--- src/rtl/multiplier_t_c1x1_f2_16x16_sidm_if.sv ---
// Operand/result bundle for the precision-configurable 16x16 multiplier slice.
// Master drives operands, sign flags and mode; slave returns the registered
// redundant product (two 32-bit partial words plus per-lane carry bits).
interface multiplier_t_c1x1_f2_16x16_sidm_if;
    logic [15:0] a;
    logic [15:0] b;
    logic        a_sign;
    logic        b_sign;
    logic [1:0]  mode;
    logic [31:0] result_0;
    logic [31:0] result_1;
    logic [3:0]  result_SIDM_carry;

    modport master (
        output a, b, a_sign, b_sign, mode,
        input  result_0, result_1, result_SIDM_carry
    );

    modport slave (
        input  a, b, a_sign, b_sign, mode,
        output result_0, result_1, result_SIDM_carry
    );
endinterface

--- src/rtl/multiplier_t_c1x1_f2_16x16_sidm.sv ---
// Purpose: precision-configurable multiply (1x16x16, 1x16x16 33-bit, 2x8x8, 4x4x4), redundant-form output.
// Latency: 1 cycle (outputs registered), one new operation accepted every cycle.
// Backpressure: none; the slice is always ready and results are overwritten each cycle.
//
// Ports: clk (rising edge), reset (async, active low), bus (slave modport):
//   a/b operands, a_sign/b_sign per-operand signedness, mode select,
//   result_0/result_1 partial words, result_SIDM_carry per-lane extension bits.
module multiplier_t_c1x1_f2_16x16_sidm (
    input  logic                                    clk,
    input  logic                                    reset,
    multiplier_t_c1x1_f2_16x16_sidm_if.slave        bus
);

    localparam logic [1:0] MODE_16X16     = 2'b00;
    localparam logic [1:0] MODE_SUM_16X16 = 2'b01;
    localparam logic [1:0] MODE_SUM_8X8   = 2'b10;
    localparam logic [1:0] MODE_SUM_4X4   = 2'b11;

    // Every lane splits its multiplier into an unsigned low slice and a
    // sign-extended high slice (pre-shifted into place). Each half gives one
    // partial product: the high one lands in result_0, the low one in
    // result_1. All arithmetic is modulo the field width plus one, so
    // multiplying the sign-extended operands unsigned gives correct two's
    // complement low bits without needing any signed types.

    // ---------------- 16x16 path: 33-bit fields ----------------
    logic [32:0] a_ext_w;
    logic [32:0] b_lo_w;
    logic [32:0] b_hi_w;
    logic [32:0] pp_lo_w;
    logic [32:0] pp_hi_w;

    assign a_ext_w = {{17{bus.a_sign & bus.a[15]}}, bus.a};
    assign b_lo_w  = {25'd0, bus.b[7:0]};
    assign b_hi_w  = {{17{bus.b_sign & bus.b[15]}}, bus.b[15:8], 8'd0};
    assign pp_lo_w = a_ext_w * b_lo_w;
    assign pp_hi_w = a_ext_w * b_hi_w;

    // ---------------- 8x8 lanes: 17-bit fields ----------------
    logic [16:0] a_ext_b [2];
    logic [16:0] b_lo_b  [2];
    logic [16:0] b_hi_b  [2];
    logic [16:0] pp_lo_b [2];
    logic [16:0] pp_hi_b [2];

    for (genvar l = 0; l < 2; l++) begin : g_lane8
        assign a_ext_b[l] = {{9{bus.a_sign & bus.a[8*l+7]}}, bus.a[8*l +: 8]};
        assign b_lo_b[l]  = {13'd0, bus.b[8*l +: 4]};
        assign b_hi_b[l]  = {{9{bus.b_sign & bus.b[8*l+7]}}, bus.b[8*l+4 +: 4], 4'd0};
        assign pp_lo_b[l] = a_ext_b[l] * b_lo_b[l];
        assign pp_hi_b[l] = a_ext_b[l] * b_hi_b[l];
    end

    // ---------------- 4x4 lanes: 9-bit fields ----------------
    logic [8:0] a_ext_n [4];
    logic [8:0] b_lo_n  [4];
    logic [8:0] b_hi_n  [4];
    logic [8:0] pp_lo_n [4];
    logic [8:0] pp_hi_n [4];

    for (genvar l = 0; l < 4; l++) begin : g_lane4
        assign a_ext_n[l] = {{5{bus.a_sign & bus.a[4*l+3]}}, bus.a[4*l +: 4]};
        assign b_lo_n[l]  = {7'd0, bus.b[4*l +: 2]};
        assign b_hi_n[l]  = {{5{bus.b_sign & bus.b[4*l+3]}}, bus.b[4*l+2 +: 2], 2'd0};
        assign pp_lo_n[l] = a_ext_n[l] * b_lo_n[l];
        assign pp_hi_n[l] = a_ext_n[l] * b_hi_n[l];
    end

    // ---------------- Result selection ----------------
    // The carry bit of a field is chosen so that {carry, r0_field} + {0, r1_field}
    // equals hi + lo modulo 2^(field+1): dropping the low partial's top bit
    // from result_1 is compensated by folding it (xor) into the carry.
    logic [31:0] r0_nxt;
    logic [31:0] r1_nxt;
    logic [3:0]  carry_nxt;

    always_comb begin
        r0_nxt    = '0;
        r1_nxt    = '0;
        carry_nxt = '0;
        case (bus.mode)
            MODE_16X16: begin
                r0_nxt = pp_hi_w[31:0];
                r1_nxt = pp_lo_w[31:0];
            end
            MODE_SUM_16X16: begin
                r0_nxt       = pp_hi_w[31:0];
                r1_nxt       = pp_lo_w[31:0];
                carry_nxt[3] = pp_hi_w[32] ^ pp_lo_w[32];
            end
            MODE_SUM_8X8: begin
                for (int l = 0; l < 2; l++) begin
                    r0_nxt[16*l +: 16]   = pp_hi_b[l][15:0];
                    r1_nxt[16*l +: 16]   = pp_lo_b[l][15:0];
                    carry_nxt[2*l+1]     = pp_hi_b[l][16] ^ pp_lo_b[l][16];
                end
            end
            MODE_SUM_4X4: begin
                for (int l = 0; l < 4; l++) begin
                    r0_nxt[8*l +: 8] = pp_hi_n[l][7:0];
                    r1_nxt[8*l +: 8] = pp_lo_n[l][7:0];
                    carry_nxt[l]     = pp_hi_n[l][8] ^ pp_lo_n[l][8];
                end
            end
            default: begin
                r0_nxt    = '0;
                r1_nxt    = '0;
                carry_nxt = '0;
            end
        endcase
    end

    // ---------------- Output registers ----------------
    logic [31:0] r0_q;
    logic [31:0] r1_q;
    logic [3:0]  carry_q;

    always_ff @(posedge clk or negedge reset) begin
        if (!reset) begin
            r0_q    <= '0;
            r1_q    <= '0;
            carry_q <= '0;
        end else begin
            r0_q    <= r0_nxt;
            r1_q    <= r1_nxt;
            carry_q <= carry_nxt;
        end
    end

    assign bus.result_0          = r0_q;
    assign bus.result_1          = r1_q;
    assign bus.result_SIDM_carry = carry_q;

endmodule

--- src/flat_wrapper.sv ---
// flat-port wrapper written by rule: the top's interface ports become plain ports
module multiplier_t_c1x1_f2_16x16_sidm_flat 
  (clk, reset, bus_a, bus_b, bus_a_sign, bus_b_sign, bus_mode, bus_result_0, bus_result_1, bus_result_SIDM_carry);
  multiplier_t_c1x1_f2_16x16_sidm_if bus_i ();
  input  logic clk;
  input  logic reset;
  input wire logic [$bits(bus_i.a)-1:0] bus_a;
  input wire logic [$bits(bus_i.b)-1:0] bus_b;
  input wire logic [$bits(bus_i.a_sign)-1:0] bus_a_sign;
  input wire logic [$bits(bus_i.b_sign)-1:0] bus_b_sign;
  input wire logic [$bits(bus_i.mode)-1:0] bus_mode;
  output wire logic [$bits(bus_i.result_0)-1:0] bus_result_0;
  output wire logic [$bits(bus_i.result_1)-1:0] bus_result_1;
  output wire logic [$bits(bus_i.result_SIDM_carry)-1:0] bus_result_SIDM_carry;
  assign bus_i.a = bus_a;
  assign bus_i.b = bus_b;
  assign bus_i.a_sign = bus_a_sign;
  assign bus_i.b_sign = bus_b_sign;
  assign bus_i.mode = bus_mode;
  assign bus_result_0 = bus_i.result_0;
  assign bus_result_1 = bus_i.result_1;
  assign bus_result_SIDM_carry = bus_i.result_SIDM_carry;
  multiplier_t_c1x1_f2_16x16_sidm u_core (.clk(clk), .reset(reset), .bus(bus_i));
endmodule
--- config.mk ---
export PLATFORM = sky130hd
export DESIGN_NAME = multiplier_t_c1x1_f2_16x16_sidm_flat
export DESIGN_NICKNAME = d
export VERILOG_FILES = /design/src/rtl/multiplier_t_c1x1_f2_16x16_sidm_if.sv /design/src/rtl/multiplier_t_c1x1_f2_16x16_sidm.sv /design/src/flat_wrapper.sv
export SDC_FILE = /design/constraint.sdc
export NUM_CORES = 1
export LEC_CHECK = 0
export ABC_AREA = 1
export BUFFER_PORTS_ARGS = -buffer_cell sky130_fd_sc_hd__buf_2
export CAP_MARGIN = 20
export CORE_MARGIN = 2
export CORE_UTILIZATION = 35
export CTS_CLUSTER_DIAMETER = 120
export DETAILED_ROUTE_END_ITERATION = 6
export PLACE_DENSITY = 0.52
export SETUP_SLACK_MARGIN = 0.02
export SYNTH_ARGS = -nofsm -noshare
export SYNTH_HDL_FRONTEND = slang
export SYNTH_SLANG_ARGS = --single-unit
--- constraint.sdc ---
create_clock -name clk -period 0.9 [get_ports clk]
set_input_delay 0.135 -clock clk [delete_from_list [all_inputs] [get_ports clk]]
set_output_delay 0.135 -clock clk [all_outputs]
set_load 0.1 [all_outputs]
Word-level counts from Yosys, hierarchy flattened:

Cells that the tools add are included.

* muxes and demuxes: 6
* bitwise logic cells: 15
* reduce and logical (&&, ||, !) cells: 2
* equal/unequal tests: 3
* multipliers: 14

Operators with widths (number)
* 32-bit one-hot mux with 3 select lines: 2
* 9-bit by 7-bit multiplier with 7-bit output: 4
* 17-bit by 13-bit multiplier with 13-bit output: 2
* 33-bit by 25-bit multiplier with 25-bit output: 1
* 5-bit by 3-bit multiplier with 8-bit output: 4
* 9-bit by 5-bit multiplier with 14-bit output: 2
* 17-bit by 9-bit multiplier with 26-bit output: 1
* 1-bit AND: 8
* 1-bit bitwise XOR: 7
* 2-bit == test, second input constant: 2
* 1-bit one-hot mux with 3 select lines: 1
* 2-bit by 1-bit == test with 1-bit output, second input constant: 1
* 2-bit logical NOT: 1
* 1-bit 2-to-1 mux: 2
* 1-bit one-hot mux with 2 select lines: 1
* 2-bit OR reduction: 1

* input port bits: 38
* output and inout bits: 68
* logic and storage cells: 43
* register bits after elaboration: 68

Depth between registers and ports, before layout:

Gate-level depths: netlist (run 1).

* word-level depth: 4
* depth in mapped cells: 39
* mapped depth without buffers: 38

Worst setup path before layout (run 1):

No wires, ideal clock.

* kind: input port to flip-flop
* start: input bus_b[15]
* end: register u_core.carry_q[3], in the netlist u_core.bus.result_SIDM_carry[3]
* stages on the path: 30
* buffers on the path: 2
* setup time: 0.065 ns
* required time: 0.835 ns
* data arrival time: 6.131 ns
* slack: -5.295 ns
* path through: buf_6 nand2_8 buf_1 nor2_1 inv_1 fa_1 inv_1 fa_1 fa_1 inv_1 fa_1 inv_1 fa_1 fa_1 inv_1 fa_1 inv_1 ha_1 nand2_1 nor2_1 nand2_1 nor4_1 nand2_1 nand3_1 inv_1 nand3_1 nand3_1 nand2_1 nand2_1 nand2_1

* word-level cells in the longest chain between the ends: 4
* elaborated cells on any way between the ends: 8
* classes of those cells: 3 x mul; 1 x mux; 4 x bitwise

Ends and longest elaborated chain
* start: declaration: RTL line flat_wrapper.sv:8 `input wire logic [$bits(bus_i.b)-1:0] bus_b;`
* 1-bit AND: RTL line multiplier_t_c1x1_f2_16x16_sidm.sv:35, multiplier_t_c1x1_f2_16x16_sidm.sv:49, multiplier_t_c1x1_f2_16x16_sidm.sv:64
* 33-bit by 25-bit multiplier with 25-bit output, or another cell as far along: RTL line multiplier_t_c1x1_f2_16x16_sidm.sv:37 `assign pp_hi_w = a_ext_w * b_hi_w;`
* 1-bit bitwise XOR, on equally long branches: RTL line multiplier_t_c1x1_f2_16x16_sidm.sv:89, multiplier_t_c1x1_f2_16x16_sidm.sv:95, multiplier_t_c1x1_f2_16x16_sidm.sv:102
* 1-bit one-hot mux with 3 select lines *: RTL line multiplier_t_c1x1_f2_16x16_sidm.sv:81 `case (bus.mode)`
* net u_core.carry_nxt[3]: RTL line multiplier_t_c1x1_f2_16x16_sidm.sv:75 `logic [3:0] carry_nxt;`
* end signal: assignment: RTL line multiplier_t_c1x1_f2_16x16_sidm.sv:126 `carry_q <= carry_nxt;`
* end: declaration: RTL line multiplier_t_c1x1_f2_16x16_sidm.sv:116 `logic [3:0] carry_q;`

The timed path passes the listed nets; every way through them passes the cells marked *.

Worst setup path after layout (run 1):

* start: input bus_a[15]
* end: register u_core.r0_q[31], in the netlist u_core.bus.result_0[31]

* word-level cells in the longest chain between the ends: 3
* elaborated cells on any way between the ends: 5
* classes of those cells: 3 x mul; 1 x mux; 1 x bitwise

Ends and longest elaborated chain
* start: declaration: RTL line flat_wrapper.sv:7 `input wire logic [$bits(bus_i.a)-1:0] bus_a;`
* 1-bit AND: RTL line multiplier_t_c1x1_f2_16x16_sidm.sv:33, multiplier_t_c1x1_f2_16x16_sidm.sv:47, multiplier_t_c1x1_f2_16x16_sidm.sv:62
* 33-bit by 25-bit multiplier with 25-bit output, or another cell as far along: RTL line multiplier_t_c1x1_f2_16x16_sidm.sv:37
* 32-bit one-hot mux with 3 select lines *: RTL line multiplier_t_c1x1_f2_16x16_sidm.sv:81
* net u_core.r0_nxt[31]: RTL line multiplier_t_c1x1_f2_16x16_sidm.sv:73 `logic [31:0] r0_nxt;`
* end signal: assignment: RTL line multiplier_t_c1x1_f2_16x16_sidm.sv:124 `r0_q <= r0_nxt;`
* end: declaration: RTL line multiplier_t_c1x1_f2_16x16_sidm.sv:114 `logic [31:0] r0_q;`

The timed path passes the listed nets; every way through them passes the cells marked *. The select of a mux whose other input is x is not followed.

==> results of run 1 <==
-- synth_stat cells (4+ instances only) --
cell          n  area share (%)
nand3b_1      8            0.23
clkbuf_1     54            0.78
nor2_1      154             2.2
nand2_1     578             8.4
nand3_1      91             1.8
or2_2        18            0.43
o21bai_1      5            0.14
o221ai_1      7            0.24
a31oi_1      11            0.27
fa_1        451              35
o211ai_1     17            0.49
o21ai_0      85             1.6
nor3_1        9            0.17
inv_2        12            0.17
buf_4         4            0.12
o2111ai_1     4            0.14
dfrtp_1      66             6.4
nand2_4       7            0.30
buf_2        17            0.33
a21o_1        8            0.23
a21oi_1     138             2.7
xor2_1       45             1.5
nor4_1        4           0.097
xnor2_1      53             1.8
nand2_2      14            0.34
nand4_1       8            0.19
o21ai_1      10            0.19
ha_1        357              17
o31ai_1       4            0.12
buf_1         7            0.10
inv_1      1033              15
-- logic make-up (layout without fill, tap and decap cells) --
group	after synthesis	count (layout)	share of synthesized area [%]
buffers and inverters	1130	2005	16.6
and+or+nand+nor	906	908	14.8
adders and majority gates	808	808	52.1
AOI/OAI and AO/OA	307	307	6.72
xor gates and xnor gates	99	99	3.38
DFF	66	66	6.38
other	1	2	0.0145
-- final timing paths --
check	end	startpoint
worst max-delay path	u_core.bus.result_0[31]	bus_a[15]
worst min-delay path	u_core.bus.result_1[0]	bus_b[0]
max in group asynchronous	u_core.bus.result_0[8]	reset
min in group asynchronous	u_core.bus.result_1[30]	reset
-- per-layer routing --
layer,track usage (%),part of all wire (%)
met1,34.3,47
met2,40.0,47
met3,1.94,3.3
met4,6.35,2.6
met5,0,0
-- power breakdown --
group	internal [mW]	switching [mW]	leakage, nW	total (mW)
logic	69.2	80.7	20.5	150
clock network	2.51	1.81	0.155	4.32
registers	4.64	1.08	0.741	5.71
-- cells in the final DEF, fill, tap and decap left out, types with 66 or more instances in the layout --
cell type    n
buf_4      728
nand2_1    462
ha_1       265
nor2_1      85
ha_4        85
inv_2      146
a21oi_1     66
inv_1      883
buf_6       87
nand2_2     78
fa_1       416
buf_12      93
-- area by class of cell --
class	instances	area, um^2
fill	6767	33700
multi-input combinational	2124	23500
timing repair buffer	944	8740
inverter	1045	3970
sequential	66	1730
tap	959	1200
clock buffer	10	239
clock inverter	6	88.8
-- metrics by stage --
step           worst slack (ns)  cell area (um^2)  utilization, %  setup TNS (ns)
2_1_floorplan             -4.70             27800               -         -187.16
3_3_place_gp              -5.04             35100            48.0         -231.21
3_5_place_dp              -5.13             35100            48.0         -232.79
4_1_cts                   -4.47             38100            52.2         -211.65
5_1_grt                   -4.68             39400            53.9         -224.98
6_report                  -4.53             39400            53.9         -216.48
-- timing repair --
| action | CTS | global route |
|---|---|---|
| setup endpoints to repair | 129 | 129 |
| setup buffers | 78 | 52 |
| gates cloned | 2 | 1 |
| resized for setup | 534 | 248 |
| hold buffers | 1 | 0 |
| pin swaps | 216 | 212 |
| endpoints found under the hold margin | 66 | 0 |
-- state kept, by name, indices dropped and copies added (netlist names) --
register and cells:
u_core.bus.result_0 30, u_core.bus.result_1 32, u_core.bus.result_SIDM_carry 4
==> impl_metrics.json, run 1 <==
{
  "crit_buf_inv": 9,
  "drc": 3,
  "htreeDepth": 3,
  "rsz0062_at_grt": "yes",
  "synthCells": 3317,
  "maxCapViolations": 0,
  "place_congestion": 0.906,
  "grt_max_degree": 47,
  "peakVddDrop_mv": 7.14,
  "avgViaCountPerCell": 4.58,
  "whs_path_depth": 4,
  "crit_cells": 27,
  "clockRootBuffer": "clkbuf_16",
  "nets": 5036,
  "drtIter0Drc": 1258,
  "antenna_cells": 0,
  "core_region_area_mm2": 0.0731,
  "timing.final.crit_share_pct": 603,
  "hold_viol_final": 0,
  "wl_per_cell_um": 17.5,
  "max_freq_mhz": 184,
  "yosys_warnings": 0,
  "instances_no_fill": 5154,
  "synth-edff-count": 0,
  "dp_cells": 5029,
  "status": "complete, but fails checks",
  "ys_seq_area_share_pct": 6.38,
  "cp-end-kind": "flop",
  "cp.required_ns": 1.17,
  "powerDensity_mw_per_mm2": 4060,
  "clkSlewWorstSetupHoldPaths_ns": 0.07,
  "dieArea_mm2": 0.0762,
  "slew_headroom_pct": 59.7,
  "antenna_left": 0,
  "syn_to_final_growth_pct": 52.2,
  "vias": 23611,
  "min_period_ns": 5.43,
  "criticalPathCategory": "in2reg",
  "total_power_mw": 160,
  "holdCritPathClass": "in2reg",
  "numCtsBuffers": 9,
  "rows": 99,
  "cts_tree": "done",
  "grt_pass1_vias": 24555,
  "hold-worst-slack_ns": 0.207,
  "tightest_slew_ns": 0.601,
  "io_buffer_count": 103,
  "cp_common_cell": "fa_1",
  "overflow": 0,
  "clk_path_buf_depth": 2,
  "arrival_ns": 5.70,
  "drt_wl_total_um": 90400,
  "synth-seq-cells": 66,
  "ys.flop_type": "dfrtp_1",
  "violations": "DRC, setup timing",
  "p_leak_nw": 21.4,
  "io_pins": 106,
  "firstDrtPassIters": 7,
  "syn_avg_cell_area_um2": 7.81,
  "hpwl_um": 77300,
  "setup_ws_ns": -4.53,
  "worstPathMaxFanout": 4,
  "path_delay_family": "adder cells",
  "netlist_area_mm2": 0.0259,
  "max_stage_delay_ns": 0.59,
  "cts_sinks": 66,
  "slowest_stage": "fa_2",
  "die_w_um": 276,
  "setup_viol": 128,
  "async_flop_share_pct": 100,
  "drive_gt1_share_pct": 41.5,
  "start_util_pct": 35.4,
  "die_y_um": 276,
  "antenna_found_initial": 0,
  "slew_viol_final": 0,
  "grt_use_total_pct": 24.2,
  "yosysUniqueCellTypes": 55,
  "grt_pass1_wl_um": 141000,
  "critPathLaunchType": "input port"
}
(Power assumes the default switching activity.)
==> run 2, diff against run 1 <==
Settings changed: ABC_AREA 1 to 0, SETUP_SLACK_MARGIN 0.02 to not set.
==> impl_metrics.json, run 2 <==
{
  "drtIter0Drc": 669,
  "total_power_mw": 120,
  "nets": 4336,
  "hpwl_um": 65900,
  "dieArea_mm2": 0.0729,
  "maxCapViolations": 0,
  "io_pins": 106,
  "clk_path_buf_depth": 2,
  "worstPathMaxFanout": 5,
  "wl_per_cell_um": 17.4,
  "cts_tree": "done",
  "min_period_ns": 5.32,
  "synth-edff-count": 0,
  "clkPwrFrac_pct": 2.9,
  "antenna_left": 0,
  "critPathLaunchType": "input port",
  "power_switching_share_pct": 49.2,
  "powerDensity_mw_per_mm2": 3310,
  "synth_top_area_cell": "fa_1",
  "synth_common_cells": "inv_1, fa_1, ha_1, nand2_1, and2_1",
  "intPower_mw": 60.8,
  "firstDrtPassIters": 5,
  "violations": "setup timing",
  "numCtsBuffers": 9,
  "hold_viol_final": 0,
  "p_seq_share_pct": 4.9,
  "ys.flop_type": "dfrtp_1",
  "yosys_warnings": 0,
  "synth-seq-cells": 66,
  "grt_max_degree": 34,
  "die_y_um": 270,
  "die_w_um": 270,
  "cp-end-kind": "flop",
  "power_switching_mw": 58.8,
  "avgViaCountPerCell": 4.65,
  "io_buffer_count": 103,
  "async_flop_share_pct": 100,
  "vias": 20633,
  "place_congestion": 0.896,
  "rsz0062_at_grt": "yes",
  "start_util_pct": 35.3,
  "status": "complete, but fails checks",
  "drt_wl_total_um": 77300,
  "grt_use_total_pct": 21.9,
  "nFillCells": 6355,
  "rows": 97,
  "clockRootBuffer": "clkbuf_16",
  "yosys.cell_count.top_type": "inv_1",
  "slew_viol_final": 0,
  "finalSetupTns_ns": -219.96,
  "max_freq_mhz": 188,
  "tightest_slew_ns": 0.566,
  "arrival_ns": 5.62,
  "largest_reg_flops": 32,
  "final_common_cell": "inv_1",
  "drive_gt1_share_pct": 38.5,
  "setup_ws_ns": -4.42,
  "syn_to_final_growth_pct": 46.1,
  "synthCells": 2747,
  "drc": 0,
  "setup_viol": 129,
  "peakVddDrop_mv": 4.10,
  "ys_seq_area_share_pct": 6.67,
  "antenna_found_initial": 1,
  "grt_pass1_wl_um": 124000,
  "yosysTopAreaCellShare_pct": 36.5,
  "holdCritPathClass": "in2async",
  "grt_pass1_vias": 23195,
  "htreeDepth": 3,
  "cp.required_ns": 1.20,
  "layout_common_cells": "inv_1, buf_4, fa_1",
  "core_region_area_mm2": 0.0700,
  "clkSlewWorstSetupHoldPaths_ns": 0.07,
  "yosysUniqueCellTypes": 61,
  "cts_sinks": 66,
  "ys_top_cells_by_area": "fa_1, ha_1, inv_1",
  "slew_headroom_pct": 61.9,
  "overflow": 0,
  "pwr-share-comb_pct": 92.2,
  "criticalPathCategory": "in2reg",
  "netlist_area_mm2": 0.0247,
  "syn_avg_cell_area_um2": 9.01,
  "p_leak_nw": 18.8,
  "timing.final.crit_share_pct": 591
}
[run 2: final cells by class]
| type | instances | area, um^2 | share of cell area, % |
|---|---|---|---|
| sequential | 66 | 1730 | 4.80 |
| multi-input combinational | 1864 | 22400 | 61.9 |
| antenna | 1 | 2.50 | 0.00692 |
| clock buffer | 10 | 229 | 0.633 |
| timing repair buffer | 814 | 7840 | 21.7 |
| clock inverter | 5 | 32.5 | 0.0900 |
| tap | 940 | 1180 | 3.25 |
| inverter | 735 | 2770 | 7.66 |
[run 2: metrics by stage]
stage	std cells	util [%]	area, um^2	hold WS, ns	worst slack (ns)
finish	4435	51.6	36200	0.126	-4.42
global route	4435	51.6	36200	0.136	-4.64
CTS	4413	50.5	35300	0.107	-4.55
detailed placement	4344	46.9	32800	-0.0133	-5.15
global placement	4344	46.9	32800	-0.0142	-5.13
floorplan	2748	-	25900	-0.161	-4.83
[run 2: logic make-up after synthesis]
logic type / share of synthesized area (%)
buf+inv: 12.4
fa+ha+maj: 54.5
mux: 0.506
flops: 6.67
other cells: 0.0152
compound gates: 7.87
xor+xnor: 6.99
simple gates: 11.0
[run 2: timing repair]
item / 4_1_cts / 5_1_grt
gates resized for setup: 428 / 166
setup buffers: 65 / 35
setup endpoints to repair: 129 / 129
gates cloned: 3 / 0
pin swaps: 220 / 185
hold buffers: 1 / 0
endpoints found under the hold margin: 66 / 0
[run 2: power by group through the flow]
stage	clock, mW	sequential, mW	combinational [mW]
after floorplan	0	14.0	50.8
after global placement	0	5.88	89.5
after detailed placement	0	5.89	90.2
after CTS	3.70	5.86	105
after global routing	3.75	5.96	121
final	3.48	5.81	110
[run 2: worst max-delay path by stage]
stage | startpoint | end | slack, ns
floorplan | bus_b_sign | u_core.bus.result_0[31] | -4.83
global placement | bus_b[9] | u_core.bus.result_0[30] | -5.13
detailed placement | bus_b[15] | u_core.bus.result_SIDM_carry[3] | -5.15
CTS | bus_a[15] | u_core.bus.result_SIDM_carry[3] | -4.55
global route | bus_a[15] | u_core.bus.result_SIDM_carry[3] | -4.64
finish | bus_b[15] | u_core.bus.result_SIDM_carry[3] | -4.42
[run 2: critical path, stage by stage]
cell	delay [ns]
buf_12	0.11
and2_4	0.19
nand2_1	0.14
inv_1	0.10
fa_1	0.59
fa_1	0.46
fa_1	0.56
inv_2	0.04
fa_1	0.50
fa_1	0.54
fa_1	0.44
fa_2	0.39
xor2_2	0.16
xnor2_1	0.17
xnor2_1	0.16
xnor2_1	0.11
xnor2_1	0.26
xnor2_2	0.16
xnor2_2	0.13
xnor2_1	0.10
o31ai_2	0.17
[run 2: layer usage]
metal  share of wire (%)  track usage [%]  vias to the layer above
met5                   0                0                        -
met4                 3.5             7.40                        0
met3                 2.6             1.56                       86
met2                  53             40.6                      313
met1                  41             26.6                    10409
li1                    -                -                     9825
